`src/rtl/fp_add_sched_pkg.sv`:
```
// Shared constants, tag type and round-robin helper for the FP adder scheduler.
package fp_add_sched_pkg;

    localparam int FP_W        = 32;
    // Index width covers every legal requester count (2..8).
    localparam int NUM_REQ_MAX = 8;
    localparam int IDX_W       = $clog2(NUM_REQ_MAX);

    typedef struct packed {
        logic             vld;
        logic [IDX_W-1:0] idx;
    } tag_t;

    function automatic logic [IDX_W-1:0] rr_next(input logic [IDX_W-1:0] idx, input int num_req);
        return (int'(idx) == num_req - 1) ? '0 : idx + 1'b1;
    endfunction

endpackage

```
`src/rtl/fp_add_rr_arbiter.sv`:
```
// Combinational round-robin arbiter: first eligible index at or after rr_ptr, wrapping.
module fp_add_rr_arbiter
    import fp_add_sched_pkg::*;
#(
    parameter int NUM_REQ = 4
) (
    input  logic [NUM_REQ-1:0] eligible,
    input  logic [IDX_W-1:0]   rr_ptr,
    output logic [NUM_REQ-1:0] grant,
    output logic [IDX_W-1:0]   grant_idx
);

    logic [NUM_REQ-1:0] upper;
    logic [NUM_REQ-1:0] pick_src;

    always_comb begin
        // NOTE: every output gets a default before the loops so no path can infer a latch.
        upper     = '0;
        pick_src  = '0;
        grant     = '0;
        grant_idx = '0;
        for (int i = 0; i < NUM_REQ; i++) begin
            upper[i] = eligible[i] && (IDX_W'(i) >= rr_ptr);
        end
        // Nothing eligible at or above the pointer means the search wraps to index 0.
        pick_src = (|upper) ? upper : eligible;
        for (int i = NUM_REQ - 1; i >= 0; i--) begin
            if (pick_src[i]) grant_idx = IDX_W'(i);
        end
        for (int i = 0; i < NUM_REQ; i++) begin
            grant[i] = (|eligible) && (grant_idx == IDX_W'(i));
        end
    end

endmodule

```
`src/rtl/fp_add_scheduler.sv`:
```
// Shares one fixed-latency FP add/subtract unit among NUM_REQ requesters, with
// round-robin issue and a per-requester valid/ready response register.
module fp_add_scheduler
    import fp_add_sched_pkg::*;
#(
    parameter int NUM_REQ = 4,
    parameter int ADD_LAT = 1
) (
    input  logic                    clk,
    input  logic                    rst_n,
    input  logic [NUM_REQ-1:0]      req_valid,
    output logic [NUM_REQ-1:0]      req_ready,
    input  logic [FP_W*NUM_REQ-1:0] req_a,
    input  logic [FP_W*NUM_REQ-1:0] req_b,
    input  logic [NUM_REQ-1:0]      req_sub,
    output logic [FP_W-1:0]         add_src_a,
    output logic [FP_W-1:0]         add_src_b,
    output logic                    add_subtract,
    input  logic [FP_W-1:0]         add_dest,
    output logic [NUM_REQ-1:0]      resp_valid,
    output logic [FP_W*NUM_REQ-1:0] resp_data,
    input  logic [NUM_REQ-1:0]      resp_ready
);

    logic [IDX_W-1:0]   rr_ptr_q, rr_ptr_d;
    logic [NUM_REQ-1:0] busy_q, busy_d;
    logic [NUM_REQ-1:0] resp_valid_q, resp_valid_d;
    logic [FP_W-1:0]    resp_data_q [NUM_REQ];
    logic [FP_W-1:0]    resp_data_d [NUM_REQ];
    tag_t               tag_q [ADD_LAT];
    tag_t               tag_d [ADD_LAT];

    logic [NUM_REQ-1:0] eligible;
    logic [NUM_REQ-1:0] grant;
    logic [NUM_REQ-1:0] capture;
    logic [IDX_W-1:0]   grant_idx;

    assign eligible = req_valid & ~busy_q;

    fp_add_rr_arbiter #(.NUM_REQ(NUM_REQ)) u_arb (
        .eligible  (eligible),
        .rr_ptr    (rr_ptr_q),
        .grant     (grant),
        .grant_idx (grant_idx)
    );

    // Nothing is handed to the adder while reset is held.
    assign req_ready = grant & {NUM_REQ{rst_n}};

    always_comb begin
        add_src_a    = '0;
        add_src_b    = '0;
        add_subtract = 1'b0;
        for (int i = 0; i < NUM_REQ; i++) begin
            if (req_ready[i]) begin
                add_src_a    = req_a[FP_W*i +: FP_W];
                add_src_b    = req_b[FP_W*i +: FP_W];
                add_subtract = req_sub[i];
            end
        end
    end

    always_comb begin
        rr_ptr_d = rr_ptr_q;
        if (|req_ready) rr_ptr_d = rr_next(grant_idx, NUM_REQ);

        tag_d[0].vld = |req_ready;
        tag_d[0].idx = grant_idx;
        for (int s = 1; s < ADD_LAT; s++) begin
            tag_d[s] = tag_q[s-1];
        end

        // The last tag stage lines up with the adder result for that operation.
        capture = '0;
        for (int i = 0; i < NUM_REQ; i++) begin
            capture[i] = tag_q[ADD_LAT-1].vld && (tag_q[ADD_LAT-1].idx == IDX_W'(i));
        end

        busy_d       = (busy_q | req_ready) & ~(resp_valid_q & resp_ready);
        resp_valid_d = (resp_valid_q & ~resp_ready) | capture;
        for (int i = 0; i < NUM_REQ; i++) begin
            resp_data_d[i] = capture[i] ? add_dest : resp_data_q[i];
        end
    end

    always_ff @(posedge clk or negedge rst_n) begin
        if (!rst_n) begin
            rr_ptr_q     <= '0;
            busy_q       <= '0;
            resp_valid_q <= '0;
            // NOTE: the tag pipe and response data are small register arrays, so they are
            // cleared too; that drops in-flight ops and makes resp_data defined after reset.
            for (int s = 0; s < ADD_LAT; s++) tag_q[s] <= '0;
            for (int i = 0; i < NUM_REQ; i++) resp_data_q[i] <= '0;
        end else begin
            // NOTE: non-blocking updates so every flop samples pre-edge values whatever the statement order.
            rr_ptr_q     <= rr_ptr_d;
            busy_q       <= busy_d;
            resp_valid_q <= resp_valid_d;
            for (int s = 0; s < ADD_LAT; s++) tag_q[s] <= tag_d[s];
            for (int i = 0; i < NUM_REQ; i++) resp_data_q[i] <= resp_data_d[i];
        end
    end

    assign resp_valid = resp_valid_q;

    for (genvar g = 0; g < NUM_REQ; g++) begin : g_resp
        assign resp_data[FP_W*g +: FP_W] = resp_data_q[g];
    end

endmodule

```
`config.mk`:
```
export PLATFORM = sky130hd
export DESIGN_NAME = fp_add_scheduler
export DESIGN_NICKNAME = d
export VERILOG_FILES = /design/src/rtl/fp_add_sched_pkg.sv /design/src/rtl/fp_add_rr_arbiter.sv /design/src/rtl/fp_add_scheduler.sv
export SDC_FILE = /design/constraint.sdc
export NUM_CORES = 1
export LEC_CHECK = 0
export CORE_AREA = 3 3 192 194
export DETAILED_ROUTE_END_ITERATION = 6
export DIE_AREA = 0 0 195 197
export SETUP_SLACK_MARGIN = 0.3
export SYNTH_ARGS = -nofsm -noshare
export SYNTH_HDL_FRONTEND = slang
export SYNTH_SLANG_ARGS = --single-unit
```
`constraint.sdc`:
```
create_clock -name clk -period 2.6 [get_ports clk]
set_input_delay 0.39 -clock clk [delete_from_list [all_inputs] [get_ports clk]]
set_output_delay 0.39 -clock clk [all_outputs]
set_load 0.01 [all_outputs]
```
# ---- After elaboration in Yosys (flattened, before gate mapping)
# Cells that the tools add are included.
dict set report word_totals {
  ramBits 0
  rom_bits 0
  ff_bits 143
  latchBits 0
  mem_count 0
  elab_cells 66
}
dict set report classes {
  reduce_logical 17
  n_mux 18
  div 0
  bitwise 10
  multipliers 0
  add_sub_neg 1
  shifts 0
  n_lt_le_gt_ge 4
  eq_ne 7
}
# op count
set op_table {}
lappend op_table {{2-to-1 mux 32 bit} 8}
lappend op_table {{AND 4 bit} 5}
lappend op_table {{logical AND 1 bit} 12}
lappend op_table {{inverter 4 bit} 3}
lappend op_table {{OR reduction 4 bit} 3}
lappend op_table {{2-to-1 mux 2 bit} 4}
lappend op_table {{bitwise OR 4 bit} 2}
lappend op_table {{equality test 3 x 2 -> 1 bit, second input constant} 2}
lappend op_table {{greater-or-equal comparator 1 x 3 -> 1 bit, first input constant} 2}
lappend op_table {{greater-or-equal comparator 2 x 3 -> 1 bit, first input constant} 2}
lappend op_table {{zero test 3 bit} 2}
lappend op_table {{equality test 2 bit, second input constant} 2}
lappend op_table {{2-to-1 mux 1 bit} 4}
lappend op_table {{2-to-1 mux 4 bit} 1}
lappend op_table {{adder 3 x 1 -> 3 bit, second input constant} 1}
lappend op_table {{equality test 3 x 1 -> 1 bit, second input constant} 1}
lappend op_table {{equality test 3 bit, second input constant} 1}
lappend op_table {{2-to-1 mux 3 bit} 1}
lappend op_table {{equality test 2 x 1 -> 1 bit, second input constant} 1}

# ---- Longest topological paths before layout
# Gate-level depths: netlist (run 1).
dict set report depth {
  ltp_word 16
  depth_mapped 11
  mapped_depth_nobuf 9
}

# ---- Modules after synthesis
# From an unflattened synthesis (run 1), not the netlist that was laid out.
dict set report hier_totals {
  cells_unflattened 720
  area_unflattened_um2 7661.1
}
# module seq_area_each_um2 area_each_um2 instances cells_each
set by_module_without_submodules {}
lappend by_module_without_submodules {fp_add_scheduler 3578.4 7473.4 1 695}
lappend by_module_without_submodules {fp_add_rr_arbiter 0.0 187.7 1 25}

# ---- Worst setup path before layout (run 1)
# Ideal clock, no wire load.
dict set report synth_path {
  path_type {input-to-output}
  start {input port req_valid[2]}
  end {output port add_src_a[3]}
  t_arrival_ps 2356
  path_slack_ps -146
  path_stages 11
  t_required_ps 2210
  path_cell_list {nor2b_1 > mux2i_1 > o211a_1 > inv_1 > ha_1 > nor2b_1 > buf_2 > buf_1 > a221o_1 > o21ai_0 > a21oi_1}
}
dict set report synth_via {
  elab_chain_len 15
}
# element line_no
set synth_rtl {}
lappend synth_rtl {{from (decl)} fp_add_scheduler.sv:11} ;# input logic [NUM_REQ-1:0] req_valid,
lappend synth_rtl {{AND 4 bit (*)} fp_add_scheduler.sv:38} ;# assign eligible = req_valid & ~busy_q;
lappend synth_rtl {{logical AND 1 bit} fp_add_rr_arbiter.sv:23} ;# upper[i] = eligible[i] && (IDX_W'(i) >= rr_ptr);
lappend synth_rtl {{OR reduction 4 bit} fp_add_rr_arbiter.sv:26} ;# pick_src = (|upper) ? upper : eligible;
lappend synth_rtl {{2-to-1 mux 4 bit (*)} fp_add_rr_arbiter.sv:26}
lappend synth_rtl {{2-to-1 mux 2 bit (3 in a row)} fp_add_rr_arbiter.sv:28} ;# if (pick_src[i]) grant_idx = IDX_W'(i);
lappend synth_rtl {{2-to-1 mux 2 bit (*)} fp_add_rr_arbiter.sv:28}
lappend synth_rtl {{net grant_idx[0]} fp_add_scheduler.sv:36} ;# logic [IDX_W-1:0] grant_idx;
lappend synth_rtl {{zero test 3 bit} fp_add_rr_arbiter.sv:31} ;# grant[i] = (|eligible) && (grant_idx == IDX_W'(i));
lappend synth_rtl {{logical AND 1 bit} fp_add_rr_arbiter.sv:31}
lappend synth_rtl {{AND 4 bit (*)} fp_add_scheduler.sv:48} ;# assign req_ready = grant & {NUM_REQ{rst_n}};
lappend synth_rtl {{2-to-1 mux 32 bit (3 in a row)} fp_add_scheduler.sv:55} ;# if (req_ready[i]) begin
lappend synth_rtl {{2-to-1 mux 32 bit (*)} fp_add_scheduler.sv:55}
lappend synth_rtl {{to (decl)} fp_add_scheduler.sv:16} ;# output logic [FP_W-1:0] add_src_a,
# The timed path passes the listed nets; every way through them passes the cells marked *.

# ---- Worst setup path after layout (run 1)
# Ends and elaborated chain as after synthesis.

==> impl_metrics.json, run 1 <==
{
  "status": "finished with violations",
  "violations": "negative setup slack",
  "cts_buffers": 17,
  "layout_setup_ws_ps": -620,
  "ant_nets": 0,
  "gp_congestion": 0.880,
  "synth.area.top_cells": "dfrtp_1 46%, mux2_2 19%, a221o_1 8.5%",
  "antenna_found_initial": 3,
  "wire_per_inst_um": 21.7,
  "die_h_um": 197,
  "slew_viol_final": 0,
  "start_util_pct": 21.6,
  "synth-seq-cells": 141,
  "num-fill-cells": 3548,
  "cts.sinks": 141,
  "fp-row-count": 69,
  "rsz0062_at_grt": "yes",
  "die_w_um": 195,
  "dieArea_sq_um": 38400,
  "powerDensity_nw_per_um2": 1250,
  "vias": 8088,
  "tritoncts": "done",
  "clock.fmax_ghz": 0.311,
  "final_cell_mix": "432 x clkdlybuf4s50_1, 140 x dfrtp_1, 128 x mux2_2",
  "core_area_sq_um": 35400,
  "synth_edf_count": 0,
  "syn_avg_cell_area_sq_um": 10.7,
  "drt-vias-per-instance": 4.71,
  "dp_hpwl_um": 27000,
  "cts.path.max_buffers": 2,
  "worst-setup-path-type": "in -> out",
  "seq_area_sq_um": 3530,
  "grt_pass1_wl_um": 53500,
  "dr.pass1.iters": 5,
  "cap_violations": 0,
  "worstReg2RegStart": "busy_q[0]$_DFF_PN0_",
  "ys_types": 29,
  "hold_viol": 0,
  "vdd_drop_max_uv": 646,
  "clkLatencyLatePin_ps": 420,
  "drtIter0Drc": 422,
  "yosys.area.top_type_share_pct": 46.1,
  "first_global_vias": 8487,
  "clk_pin_slew_ps": 60,
  "synth_seq_area_share_pct": 46.1,
  "clock-root-buffer": "clkbuf_16",
  "worst_ep_required_time_ps": 2210,
  "tightest_slew_ps": 812,
  "min_path_type": "in -> async",
  "reg2reg_setup_slack_ps": 320,
  "regToRegEndpoint": "busy_q[2]$_DFF_PN0_",
  "synth_top_flop_cell": "dfrtp_1",
  "leakagePower_nw": 5.82,
  "multi_input_area_sq_um": 4030,
  "fin_crit_sh_pct": 124,
  "layout_commonest_cell": "clkdlybuf4s50_1",
  "htree_levels": 4,
  "crit_start": "req_valid[2]",
  "ys_warn_count": 0,
  "syn_inst": 714,
  "syn_area_sq_um": 7650,
  "crit_path_end_kind": "output pin",
  "final_nets": 1547,
  "cp-start-kind": "primary input",
  "synth.net_count": 1020,
  "finClkSkew_ps": 9.34,
  "setup-violations-final": 68,
  "yosys.area.top_type": "dfrtp_1",
  "crit_end": "add_src_a[3]",
  "wirelength_um": 37200,
  "r2r_cells": 13,
  "worstPathArrival_ps": 2830,
  "syn_to_final_growth_pct": 90.2,
  "period_needed_ps": 3220,
  "final_core_util_pct": 41.1,
  "drive_gt1_share_pct": 28.2,
  "async_flop_share_pct": 100,
  "groute.usage.overall_pct": 18.1,
  "io_buffers": 502,
  "ios": 503,
  "path_max_fanout": 5,
  "overflow": 0,
  "grt_max_degree": 139,
  "timing.slew.headroom_pct": 45.9,
  "dp_slack_ps": -1100,
  "route.detailed.drc": 0
}
layer usage:
layer | GRT usage, % | up-vias | part of all wire, %
met1 | 21.4 | 3905 | 39
li1 | - | 3727 | -
met3 | 4.21 | 62 | 7.2
met5 | 0 | - | 0
met4 | 5.73 | 0 | 3.0
met2 | 32.6 | 394 | 51
cells in the mapped netlist (all sizes together), types with 4 or more instances:
cell type / instances
dfrtp: 141
mux2: 128
o21ai: 72
a21oi: 67
nand2: 67
a221o: 65
o21a: 65
clkbuf: 40
buf: 28
inv: 10
nor2b: 5
a2bb2oi: 4
ha: 4
area by class of cell:
cell class | count | area share [%]
Clock inverter | 14 | 1.07
Multi-Input combinational cell | 495 | 27.7
Tap cell | 461 | 3.96
Timing Repair Buffer | 576 | 39.7
Sequential cell | 141 | 24.3
Clock buffer | 18 | 2.95
Antenna cell | 1 | 0.0172
Inverter | 10 | 0.396
flip-flops by register name, summed over array words and instances, names as in the netlist:
register / flops
tag_q: 3
resp_valid: 4
resp_data: 128
busy_q: 4
rr_ptr_q: 2
kinds of logic after synthesis:
logic type,share of synthesized area [%]
AO/OA/AOI/OAI,25.2
adder cells (fa/ha/maj),0.654
buffers and inverters,4.27
flip-flops,46.1
multiplexers,19.0
AND/OR/NAND/NOR,4.73
where the power goes:
part           leakage, nW  switching [mW]  total (mW)  internal [mW]
sequential            1.66           0.613        3.93           3.32
combinational         3.89            5.25        11.9           6.67
clock                0.277            1.04        2.40           1.36
total                 5.82            6.90        18.3           11.4
worst min path at each step:
stage / endpoint / depth (start not counted) / slack [ps] / from
final: resp_data[45]$_DFFE_PN0P_ / 2 / 50 / rst_n
after CTS: tag_q[3]$_DFF_PN0_ / 2 / 160 / rst_n
after detailed placement: rr_ptr_q[0]$_DFFE_PN0P_ / 1 / 200 / rst_n
after global routing: resp_data[45]$_DFFE_PN0P_ / 2 / 200 / rst_n
after global placement: rr_ptr_q[0]$_DFFE_PN0P_ / 1 / 200 / rst_n
after floorplan: busy_q[0]$_DFF_PN0_ / 0 / 90 / rst_n
worst max-delay path, cell delays in order:
cell and delay (ps):
clkdlybuf4s50_1 450, nor2b_4 200, mux2i_1 100, o211a_1 260, buf_4 160, ha_4 170
nor2b_4 150, buf_12 160, buf_12 120, clkbuf_16 150, a221o_1 130, o21ai_1 60
a21oi_1 160, buf_4 160
through the flow:
| stage | instance area (sq um) | power, mW | cells | hold slack [ps] | setup TNS, ps |
|---|---|---|---|---|---|
| final | 14500 | 18.3 | 1716 | 51.3 | -34700 |
| after global routing | 14500 | 19.4 | 1716 | 197 | -44510 |
| after CTS | 14300 | 18.0 | 1705 | 161 | -36530 |
| after detailed placement | 13600 | 14.8 | 1657 | 201 | -59950 |
| after global placement | 13600 | 14.8 | 1657 | 199 | -58470 |
| after floorplan | 7820 | 9.38 | 714 | 94.4 | 0 |
timing repair:
action                     4_1_cts  5_1_grt
cloned                           9        3
setup endpoints to repair       70       70
setup buffers                    6        7
hold endpoints to repair         3        0
pin swaps                       24       22
resized for setup              321       31
hold buffers                     1        0
Note: power is estimated with default switching activity, not from simulation.
==> run 2: changes to the inputs <==
==> constraint.sdc (replaced) <==
create_clock -name clk -period 2.6 [get_ports clk]
set_input_delay 0.65 -clock clk [delete_from_list [all_inputs] [get_ports clk]]
set_output_delay 0.65 -clock clk [all_outputs]
set_load 0.01 [all_outputs]
==> run 2 against run 1 <==
Largest power group unchanged. Die area unchanged. Largest cell class unchanged. Register-to-register slack better by 30 ps. Via count up 3.1%. Critical path type unchanged. Non-clock buffer count up 37. Final area up 5.5%. Clock power down 3%. Sequential share of layout area down 1.3 points. Utilization up 2.3 points. Global-route usage up 0.82 points. The run still ends with negative setup slack left.
==> impl_metrics.json, run 2 (synthesis results as in run 1) <==
{
  "r2r_cells": 13,
  "clock-root-buffer": "clkbuf_16",
  "first_global_vias": 8519,
  "dieArea_sq_um": 38400,
  "overflow": 0,
  "drt-vias-per-instance": 4.75,
  "die_h_um": 197,
  "grt_max_degree": 83,
  "gp_congestion": 0.912,
  "ant_nets": 0,
  "fin_crit_sh_pct": 137,
  "p_int_mw": 12.3,
  "io_buffers": 502,
  "p_seq_share_pct": 19.9,
  "dr.pass1.iters": 6,
  "ios": 503,
  "fin_setup_tns_ps": -59640,
  "clk_pin_slew_ps": 60,
  "min_path_type": "in -> async",
  "period_needed_ps": 3560,
  "cts_buffers": 17,
  "p_clk_share_pct": 11.7,
  "wirelength_um": 39800,
  "rsz0062_at_grt": "yes",
  "setup-violations-final": 69,
  "final_core_util_pct": 43.4,
  "worst_ep_required_time_ps": 1950,
  "power_frac_comb_pct": 68.4,
  "core_area_sq_um": 35400,
  "clock.fmax_ghz": 0.281,
  "total_power_mw": 19.8,
  "layout_commonest_cell": "clkdlybuf4s50_1",
  "crit_slowest_cell": "a221o_1",
  "cp_slowest_stage_delay_ps": 320,
  "drtIter0Drc": 331,
  "violations": "negative setup slack",
  "powerDensity_nw_per_um2": 1290,
  "tightest_slew_ps": 757,
  "die_w_um": 195,
  "largest_register_ffs": 128,
  "worst-setup-path-type": "in -> out",
  "num-fill-cells": 3408,
  "path_cells": "dlygate4sd2_1 -> nor2b_4 -> o21ai_2 -> a21oi_2 -> a21o_1 -> ha_4 -> nor2b_4 -> buf_12 -> buf_12 -> buf_16 -> buf_6 -> a221o_1 -> o21ai_2 -> a21oi_2 -> buf_2",
  "hold-worst-slack_ps": 158,
  "worstPathArrival_ps": 2910,
  "groute.usage.overall_pct": 18.9,
  "slew_viol_final": 0,
  "wire_per_inst_um": 22.6,
  "final_nets": 1585,
  "path_max_fanout": 6,
  "swShare_pct": 37.7,
  "antenna_found_initial": 5,
  "leakagePower_nw": 6.13,
  "vias": 8342,
  "layout_setup_ws_ps": -965,
  "htree_levels": 4,
  "hold_viol": 0,
  "route.detailed.drc": 0,
  "syn_to_final_growth_pct": 101,
  "timing.slew.headroom_pct": 49.5,
  "grt_pass1_wl_um": 55000,
  "cts.sinks": 141,
  "tritoncts": "done",
  "reg2reg_setup_slack_ps": 350,
  "fp-row-count": 69,
  "status": "finished with violations",
  "cp-start-kind": "primary input",
  "clkLatencyLatePin_ps": 410,
  "finClkSkew_ps": 4.52,
  "cap_violations": 0,
  "dp_hpwl_um": 28800,
  "crit_path_end_kind": "output pin",
  "drive_gt1_share_pct": 36.4,
  "start_util_pct": 21.6,
  "cts.path.max_buffers": 2,
  "switchingPower_mw": 7.47,
  "vdd_drop_max_uv": 608,
  "final_cell_mix": "428 x clkdlybuf4s50_1, 139 x dfrtp_1, 128 x mux2_2"
}
-- run 2: path summary, 6_finish.rpt --
path | startpoint | endpoint
worst min-delay path | rst_n | busy_q[3]$_DFF_PN0_
worst min register to register | resp_valid[1]$_DFF_PN0_ | busy_q[1]$_DFF_PN0_
min in group clk | resp_valid[1]$_DFF_PN0_ | busy_q[1]$_DFF_PN0_
worst max-delay path | req_valid[1] | add_src_a[7]
worst max register to register | busy_q[0]$_DFF_PN0_ | busy_q[3]$_DFF_PN0_
max in group asynchronous | rst_n | busy_q[0]$_DFF_PN0_
-- run 2: cell type report --
type / count / area, sq um / share of cell area [%]
inverters: 10 / 47.5 / 0.310
diodes: 3 / 7.51 / 0.0489
multi-input cells: 495 / 4310 / 28.1
well taps: 461 / 577 / 3.76
repair buffers: 613 / 6290 / 41.0
clock inverters: 9 / 85.1 / 0.554
repair inverters: 1 / 8.76 / 0.0571
clock buffers: 23 / 488 / 3.18
flip-flops and latches: 141 / 3530 / 23.0
-- run 2: power groups by stage --
stage	Clock [mW]	Sequential [mW]	Combinational (mW)
2_1_floorplan	0	4.40	5.39
3_3_place_gp	0	3.92	11.5
3_5_place_dp	0	3.97	11.5
4_1_cts	2.38	3.94	12.6
5_1_grt	2.48	4.08	14.3
6_report	2.32	3.94	13.5
-- run 2: metal layers --
| metal | part of all wire [%] | global-route usage (%) | vias to the layer above |
|---|---|---|---|
| met5 | 0.086 | 0 | - |
| met4 | 2.6 | 5.65 | 6 |
| met3 | 7.7 | 5.57 | 57 |
| met2 | 51 | 33.4 | 379 |
| met1 | 39 | 22.3 | 4073 |
| li1 | - | - | 3827 |
-- run 2: critical path, delay by kind of cell --
kind / cells / cell delay [ps]
AO/OA/AOI/OAI: 6 / 880
adder cells (fa/ha/maj): 1 / 180
AND/OR/NAND/NOR: 2 / 270
buffers and inverters: 6 / 900
-- run 2: timing repair --
| action | in CTS | in global routing |
|---|---|---|
| hold buffers | 1 | 0 |
| resized for setup | 349 | 66 |
| endpoints found under the hold margin | 1 | 0 |
| pin swaps | 43 | 32 |
| setup buffers | 18 | 4 |
| endpoints found under the setup margin | 71 | 71 |
| cloned | 11 | 9 |
-- run 2: metrics by stage --
step,cell area [sq um],std cells,setup slack (ps)
after floorplan,8020,714,-237
after global placement,14000,1678,-1550
after detailed placement,14000,1678,-1600
after CTS,14900,1740,-984
after global routing,15300,1755,-1050
final,15300,1756,-965
==> run 3: changes to the inputs <==
--- a/config.mk
+++ b/config.mk
@@ -5,10 +5,12 @@
 export SDC_FILE = /design/constraint.sdc
 export NUM_CORES = 1
 export LEC_CHECK = 0
-export CORE_AREA = 3 3 192 194
+export CORE_AREA = 3 3 195 197
+export CTS_BUF_LIST = sky130_fd_sc_hd__clkbuf_4
 export DETAILED_ROUTE_END_ITERATION = 6
-export DIE_AREA = 0 0 195 197
+export DIE_AREA = 0 0 198 200
 export SETUP_SLACK_MARGIN = 0.3
 export SYNTH_ARGS = -nofsm -noshare
 export SYNTH_HDL_FRONTEND = slang
+export SYNTH_HIERARCHICAL = 1
 export SYNTH_SLANG_ARGS = --single-unit
==> run 3 against run 2 <==
Worst setup slack worse by 61 ps. Combinational power fell by 11%. Critical path type unchanged. Synthesized cell count grew 0.84%. The flow still finishes with violations (negative setup slack). Maximum frequency down 1.7%. Register-to-register slack got worse by 400 ps. Routed wire length increased by 4.4%. Clock-buffer cell count decreased by 5. Clock power shrank 37%. First-iteration DRC count rose by 12%.
==> impl_metrics.json, run 3 <==
{
  "worstReg2RegStart": "busy_q[2]$_DFF_PN0_",
  "first_global_vias": 9120,
  "cp-start-kind": "primary input",
  "drive_gt1_share_pct": 49.4,
  "syn_to_final_growth_pct": 123,
  "vias": 8787,
  "swShare_pct": 38.2,
  "finClkSkew_ps": 30.7,
  "cap_violations": 0,
  "stdcell_area_sq_um": 17100,
  "crit_path_end_kind": "output pin",
  "clock-root-buffer": "clkbuf_4",
  "timing.slew.headroom_pct": 48.7,
  "hold-worst-slack_ps": 387,
  "vdd_drop_max_uv": 643,
  "synth.area.top_cells": "dfrtp_1 47%, mux2_2 19%, o21ai_0 7.7%",
  "syn_area_sq_um": 7660,
  "layout_setup_ws_ps": -1030,
  "grt_max_degree": 59,
  "groute.usage.overall_pct": 19.0,
  "dr.pass1.iters": 4,
  "worstPathArrival_ps": 2980,
  "switchingPower_mw": 6.64,
  "grt_pass1_wl_um": 57300,
  "clk_pin_slew_ps": 160,
  "syn_inst": 720,
  "period_needed_ps": 3630,
  "fin_crit_sh_pct": 139,
  "drtIter0Drc": 372,
  "crit_slowest_cell": "clkdlybuf4s50_1",
  "route.detailed.drc": 0,
  "cp_top_family": "buffers and inverters",
  "critPathMostFrequentCell": "buf_12",
  "synth_edf_count": 0,
  "wirelength_um": 41500,
  "synth_most_common_cell": "dfrtp_1",
  "gp_congestion": 0.908,
  "ys_warn_count": 6,
  "clock.fmax_ghz": 0.276,
  "hold_viol": 0,
  "cts_buffers": 17,
  "path_buf_inv": 7,
  "drt-vias-per-instance": 4.72,
  "cts.path.max_buffers": 2,
  "synth-seq-cells": 143,
  "overflow": 0,
  "layout_commonest_cell": "clkdlybuf4s50_1",
  "die_h_um": 200,
  "start_util_pct": 21.0,
  "p_int_mw": 10.7,
  "setup-violations-final": 71,
  "reg2reg_setup_slack_ps": -50,
  "worst-setup-path-type": "in -> out",
  "dieArea_sq_um": 39600,
  "path_cells": "clkdlybuf4s50_1 -> nor2b_4 -> buf_12 -> a222oi_1 -> buf_4 -> o211a_1 -> and2_4 -> buf_12 -> buf_16 -> buf_6 -> nand2_2 -> o21ai_2 -> buf_2",
  "leakagePower_nw": 7.21,
  "p_seq_share_pct": 22.4,
  "core_area_sq_um": 36400,
  "synth.net_count": 1023,
  "wire_per_inst_um": 22.3,
  "regToRegEndpoint": "rr_ptr_q[1]$_DFFE_PN0P_",
  "cts.sinks": 143,
  "fp-row-count": 70,
  "total_power_mw": 17.4,
  "status": "finished with violations",
  "die_w_um": 198,
  "num-fill-cells": 3318,
  "violations": "negative setup slack",
  "ys_top_cells_by_count": "143 x dfrtp_1, 127 x mux2_2, 118 x o21ai_0",
  "slew_viol_final": 0,
  "r2r_cells": 11,
  "path_max_fanout": 7,
  "rsz0062_at_grt": "yes",
  "htree_levels": 4,
  "dp_cells": 1736,
  "io_buffers": 502,
  "final_cell_mix": "427 x clkdlybuf4s50_1, 143 x dfrtp_1, 126 x mux2_2",
  "final_nets": 1681,
  "synth_top_flop_cell": "dfrtp_1",
  "tightest_slew_ps": 770,
  "synth_seq_area_share_pct": 46.7,
  "ant_nets": 0,
  "antenna_found_initial": 3,
  "yosys.area.top_type": "dfrtp_1",
  "syn_avg_cell_area_sq_um": 10.6,
  "dp_hpwl_um": 29100,
  "ios": 503,
  "worst_ep_required_time_ps": 1950,
  "final_cells": 1862,
  "clkLatencyLatePin_ps": 520,
  "min_path_type": "in -> async",
  "yosys.area.top_type_share_pct": 46.7,
  "async_flop_share_pct": 100,
  "ys_types": 40,
  "tritoncts": "done",
  "power_frac_comb_pct": 69.2,
  "p_clk_share_pct": 8.4,
  "powerDensity_nw_per_um2": 1020,
  "cp_slowest_stage_delay_ps": 400,
  "largest_register_ffs": 128,
  "dpl_cell_area_sq_um": 14400
}
-- run 3: cell types whose count changed in the layout (fill, tap and decap cells not counted), sizes merged, moves of 3 or more --
cell / delta
clkinv: -3
a221oi: +65
a21oi: -64
and2: +3
clkdlybuf4s15: -3
nor2b: +65
o21a: -65
buf: +92
o21ai: +60
a221o: -65
clkbuf: -7
ha: -3
-- run 3: layout make-up --
class / instances / area (sq um) / area share, %
well taps: 468 / 586 / 3.43
multi-input cells: 506 / 5220 / 30.5
repair buffers: 703 / 7390 / 43.2
inverters: 7 / 26.3 / 0.154
flip-flops and latches: 143 / 3580 / 20.9
diodes: 3 / 7.51 / 0.0439
clock inverters: 14 / 151 / 0.886
clock buffers: 18 / 135 / 0.791
-- run 3: worst max-delay path by stage --
stage | startpoint | end | slack [ps] | cells after the start
floorplan | req_valid[2] | add_src_b[22] | -240 | 9
global placement | req_valid[1] | add_src_a[30] | -1530 | 11
detailed placement | req_valid[1] | add_src_a[30] | -1570 | 11
CTS | busy_q[2]$_DFF_PN0_ | add_src_b[20] | -1050 | 12
global route | busy_q[2]$_DFF_PN0_ | add_src_b[0] | -1200 | 12
finish | req_valid[0] | add_src_b[0] | -1030 | 13
-- run 3: per-layer routing --
layer	track usage [%]	vias to the layer above	share of wire [%]
met2	33.6	366	51
met3	4.78	76	6.9
met4	7.58	2	3.9
met1	22.2	4363	39
li1	-	3980	-
met5	0	-	0.031
-- run 3: what timing repair did --
item	4_1_cts	5_1_grt
buffers inserted	44	26
pin swaps	60	67
hold buffers	1	0
cloned	16	4
hold endpoints to repair	3	0
gates resized for setup	485	162
setup endpoints to repair	76	79
-- run 3: cells by family (layout without fill, tap and decap cells) --
group	Yosys count	count (layout)	share of synthesized area [%]
compound gates	219	219	18.5
simple gates	156	156	11.0
buf+inv	71	742	4.62
mux	129	129	19.0
fa+ha+maj	1	1	0.163
other cells	1	4	0.0489
flops	143	143	46.7
-- run 3: power groups by stage --
| stage | Clock, mW | Sequential (mW) | Combinational (mW) |
|---|---|---|---|
| after floorplan | 0 | 4.35 | 3.72 |
| after global placement | 0 | 3.87 | 9.31 |
| after detailed placement | 0 | 3.93 | 9.34 |
| after CTS | 1.54 | 3.90 | 11.2 |
| after global routing | 1.64 | 4.04 | 12.6 |
| final | 1.46 | 3.89 | 12.0 |
-- run 3: metrics by stage --
stage,setup TNS (ps),utilization [%],setup WS [ps]
floorplan,-14690,-,-240
global placement,-98860,39.5,-1530
detailed placement,-102400,39.5,-1570
CTS,-63910,44.4,-1050
global route,-75940,46.9,-1200
finish,-62970,46.9,-1030
-- run 3: tightest hold or removal path: cells and delay by family --
| kind | cells | cell delay [ps] |
|---|---|---|
| buffers and inverters | 3 | 740 |
==> variant 1 (flow settings as in run 1) <==
Reset style: synchronous (`rst_n`), changed in one clocked block.
--- a/src/rtl/fp_add_scheduler.sv
+++ b/src/rtl/fp_add_scheduler.sv
@@ -84,5 +84,5 @@
     end
 
-    always_ff @(posedge clk or negedge rst_n) begin
+    always_ff @(posedge clk) begin
         if (!rst_n) begin
             rr_ptr_q     <= '0;
Formal check against the unedited RTL: differs if rst_n is asserted again (counterexample within 4 cycles, from zero or initial values and one cycle with rst_n low); with rst_n held inactive, the same outputs for 4 cycles.
==> variant 1 against run 1 <==
The run still ends with setup timing left. Global-route usage grew 2.2 points. Worst setup slack worse by 63 ps. Critical path depth down 3. Cell area rose by 4.6%. Sequential cell count unchanged. Power fell by 22%. Largest power group unchanged. Non-clock buffer count increased by 37. Final cell count up 18%. Wire length up 12%. Synthesized area is 0.16% lower. Critical path type is now register to primary output.
==> variant 1: results (changes against run 1) <==
STA
  • Worst rel slew slack: 0.6425 (was 0.4588)
  • Fin Hold WS: 388.1 ps (was 51.26 ps)
  • Final setup vio count: 68 (unchanged)
  • Min setup slack post-route: -682.8 ps (was -620.2 ps)
  • Setup_tns: -39,340 ps (was -34,700 ps)

Place
  • Final HPWL DP: 30,500 um (was 26,980 um)
  • Cells after DPL: 1,936 (was 1,657)

Finish
  • Fin util: 0.4298 (was 0.4110)
  • Clock buffers: 21 (was 18)
  • Footprint of the multi-input gates: 0.004713 sq mm (was 0.004026 sq mm)
  • Non-Clock Buffer Count: 613 (was 576)
  • Clock network area share: 0.04095 (was 0.04016)
  • Final Non-Filler Cells: 2,027 (was 1,716)

Worst setup path
  • Worst-path maximum fanout: 13 (was 5)
  • Worst reg2reg path depth: 11 (was 13)
  • Arrival @ worst endpoint: 2890 ps (was 2830 ps)
  • Setup crit end: add_src_b[4] (was add_src_a[3])
  • Reg2Reg Setup Slack: 390 ps (was 320 ps)

Synthesis
  • Synth Flop Type: dfxtp_1 (was dfrtp_1)
  • Post-Syn Area per Cell: 7.537 sq um (was 10.71 sq um)
  • Mapped Nets: 1,319 (was 1,020)
  • Yosys cell types: 36 (was 29)
  • Sequential share of the synthesized area: 0.3697 (was 0.4614)

Power and ir drop
  • Maximum VDD drop: 0.4456 mV (was 0.6462 mV)
  • Internal: 8884 uW (was 11,350 uW)
  • Leakage: 0.005928 uW (was 0.005823 uW)
  • Clock power share: 0.182 (was 0.131)
  • Power Clock: 2580 uW (was 2400 uW)

Routing
  • Via Count: 9,512 (was 8,088)
  • Met1 wire length: 14,950 um (was 14,540 um)

Run status
  • Outcome: finished with violations (unchanged)
  • Violated checks: setup timing (unchanged)

Global routing
  • Global Route Usage Sum: 0.2034 (was 0.1809)
  • Met2 Use GR: 0.3811 (was 0.3261)
  • Largest net degree at the start of global routing: 123 (was 139)
==> variant 1: repair_timing <==
action | in CTS | in global routing
hold buffers | 0 | 0
gates resized for setup | 339 | 41
setup buffers | 27 | 17
cloned | 8 | 2
setup endpoints to repair | 69 | 69
pin swaps | 30 | 40
==> variant 1: critical path, cell delays in order (launching register included) <==
cell and delay (ps):
dfxtp_4 370, nand2b_4 130, or3b_4 380, o211a_4 170, buf_4 140, buf_6 110
ha_4 220, buf_12 150, buf_12 140, a211o_1 280, a21oi_2 210, buf_2 180
==> variant 1: logic make-up after synthesis <==
| logic type | after synthesis | synth area share |
|---|---|---|
| AO/OA/AOI/OAI | 337 | 0.3378 |
| adder cells (fa/ha/maj) | 4 | 0.006555 |
| buffers and inverters | 165 | 0.09276 |
| flip-flops | 141 | 0.3697 |
| multiplexers | 2 | 0.002786 |
| AND/OR/NAND/NOR | 364 | 0.1904 |
==> variant 2 (settings of run 1) <==
Without the edit above. Set the parameter `ADD_LAT` to 2 (it was 1).
--- a/src/rtl/fp_add_scheduler.sv
+++ b/src/rtl/fp_add_scheduler.sv
@@ -5,5 +5,5 @@
 #(
     parameter int NUM_REQ = 4,
-    parameter int ADD_LAT = 1
+    parameter int ADD_LAT = 2
 ) (
     input  logic                    clk,
Behaviour: not the same (Yosys sat finds a counterexample within 4 cycles, from zero or initial values and one cycle with rst_n low).
==> variant 2 against run 1 <==
The run still ends with setup timing left. Sequential cell count rose by 3. Worst setup slack better by 8.2 ps. Power rose by 6.7%. Cell area is 3.8% higher. Core utilization increased by 1.6 points. Synthesized cell count up 0.42%. Wire length increased by 3.4%. Synthesized area rose by 0.98%. Critical endpoint is now add_src_b[8]. Largest power group unchanged.
==> variant 2: results (changes against run 1) <==
Global routing
  • Met2 Use GR: 0.3532 (was 0.3261)
  • First-pass GRT wire length: 55,830 um (was 53,470 um)
  • Largest net degree at the start of global routing: 69 (was 139)
  • Global Route Usage Sum: 0.1899 (was 0.1809)
  • Vias in the first global route: 8,858 (was 8,487)
  • Met1 Usage GRT: 0.2151 (was 0.2137)
  • Antenna violations before repair: 8 (was 3)

Power and ir drop
  • Leakage: 0.006155 uW (was 0.005823 uW)
  • Power Clock: 2590 uW (was 2400 uW)
  • Internal: 12,440 uW (was 11,350 uW)
  • Maximum VDD drop: 0.5742 mV (was 0.6462 mV)

Routing
  • Starting DRT DRC Count: 337 (was 422)
  • Met2 routed WL: 20,380 um (was 18,840 um)
  • Max layer used: met5 (was met4)
  • Met3 routed WL: 2478 um (was 2681 um)
  • WL/cell: 21.81 um (was 21.66 um)
  • Via density: 4.708 (was 4.713)
  • Met1 wire length: 14,840 um (was 14,540 um)

Worst setup path
  • Worst reg2reg path depth: 13 (unchanged)
  • Reg-to-Reg Start: busy_q[1] (was busy_q[0])
  • Arrival @ worst endpoint: 2820 ps (was 2830 ps)
  • Setup crit end: add_src_b[8] (was add_src_a[3])
  • Reg2Reg Setup Slack: 410 ps (was 320 ps)

Place
  • Final HPWL DP: 27,810 um (was 26,980 um)
  • PortBufs: 502 (unchanged)
  • Final RePlAce weighted congestion: 0.8488 (was 0.8803)
  • Dpl cell area: 0.01386 sq mm (was 0.01363 sq mm)

Synthesis
  • Sequential share of the synthesized area: 0.4666 (was 0.4614)
  • Mapped Nets: 1,023 (was 1,020)
  • Mux contribution to synthesized area: 0.1879 (was 0.1898)
  • Top cells by count, synth: 144 x dfrtp_1, 128 x mux2_2, 67 x a21oi_1, 67 x nand2_1 (was 141 x dfrtp_1, 128 x mux2_2, 67 x a21oi_1, 67 x nand2_1)
  • Post-synthesis compound-gate area fraction: 0.2498 (was 0.2523)
  • Top post-synthesis cells by area: dfrtp_1 47%, mux2_2 19%, a221o_1 8.4%, o21a_1 6.3%, a21oi_1 4.3% (was dfrtp_1 46%, mux2_2 19%, a221o_1 8.5%, o21a_1 6.4%, a21oi_1 4.4%)

STA
  • Fin Hold WS: 220.4 ps (was 51.26 ps)
  • Max Clock Skew: 9.276 ps (was 9.345 ps)
  • Min setup slack post-route: -612.0 ps (was -620.2 ps)
  • Setup_tns: -35,700 ps (was -34,700 ps)
  • Worst rel slew slack: 0.4247 (was 0.4588)
  • Final setup vio count: 68 (unchanged)

Run status
  • Outcome: finished with violations (unchanged)
  • Violated checks: setup timing (unchanged)

Finish
  • Fillers: 3,508 (was 3,548)
  • Fin area: 0.01510 sq mm (was 0.01455 sq mm)
  • Fraction of layout cells with a size suffix above 1: 0.3084 (was 0.2823)
  • Layout Nets: 1,590 (was 1,547)

CTS
  • CTS root buf: clkbuf_16 (unchanged)
-- variant 2: changes by cell type after synthesis, sizes merged --
cell,delta
dfrtp,+3
-- variant 2: final cells by class --
type | instances | share of cell area
repair buffers | 616 | 0.4093
multi-input cells | 495 | 0.2682
flip-flops and latches | 144 | 0.2386
well taps | 461 | 0.03820
clock buffers | 19 | 0.02933
clock inverters | 13 | 0.01218
inverters | 10 | 0.003314
diodes | 5 | 0.0008286
-- variant 2: logic make-up (layout without fill, tap and decap cells) --
| logic type | count (synthesis) | after routing |
|---|---|---|
| compound gates | 278 | 278 |
| fa+ha+maj | 4 | 4 |
| buf+inv | 78 | 658 |
| flops | 144 | 144 |
| mux | 129 | 129 |
| other cells | 0 | 5 |
| simple gates | 84 | 84 |
-- variant 2: what timing repair did --
| action | 4_1_cts | 5_1_grt |
|---|---|---|
| hold buffers | 1 | 0 |
| endpoints found under the hold margin | 13 | 0 |
| cloned | 13 | 1 |
| buffers inserted | 21 | 7 |
| resized for setup | 372 | 25 |
| endpoints found under the setup margin | 70 | 70 |
| pin swaps | 29 | 27 |
-- variant 2: per-stage QoR --
step / setup slack [ps] / util / std cells / power [uW]
final: -612.0 / 0.4266 / 1763 / 19480
after CTS: -662.1 / 0.4224 / 1750 / 19400
after floorplan: 238.6 / - / 717 / 9448
after detailed placement: -1155 / 0.3917 / 1683 / 15330
after global placement: -1182 / 0.3917 / 1683 / 15250
after global routing: -782.2 / 0.4266 / 1763 / 20680
-- variant 2: worst max-delay path: stages --
cell	delay, ps
clkdlybuf4s50_1	470
nor2b_4	190
mux2i_1	100
o211a_1	290
inv_2	110
buf_6	100
ha_4	180
inv_8	60
bufbuf_16	260
o21a_1	170
o21ai_0	200
a21oi_1	110
buf_2	160
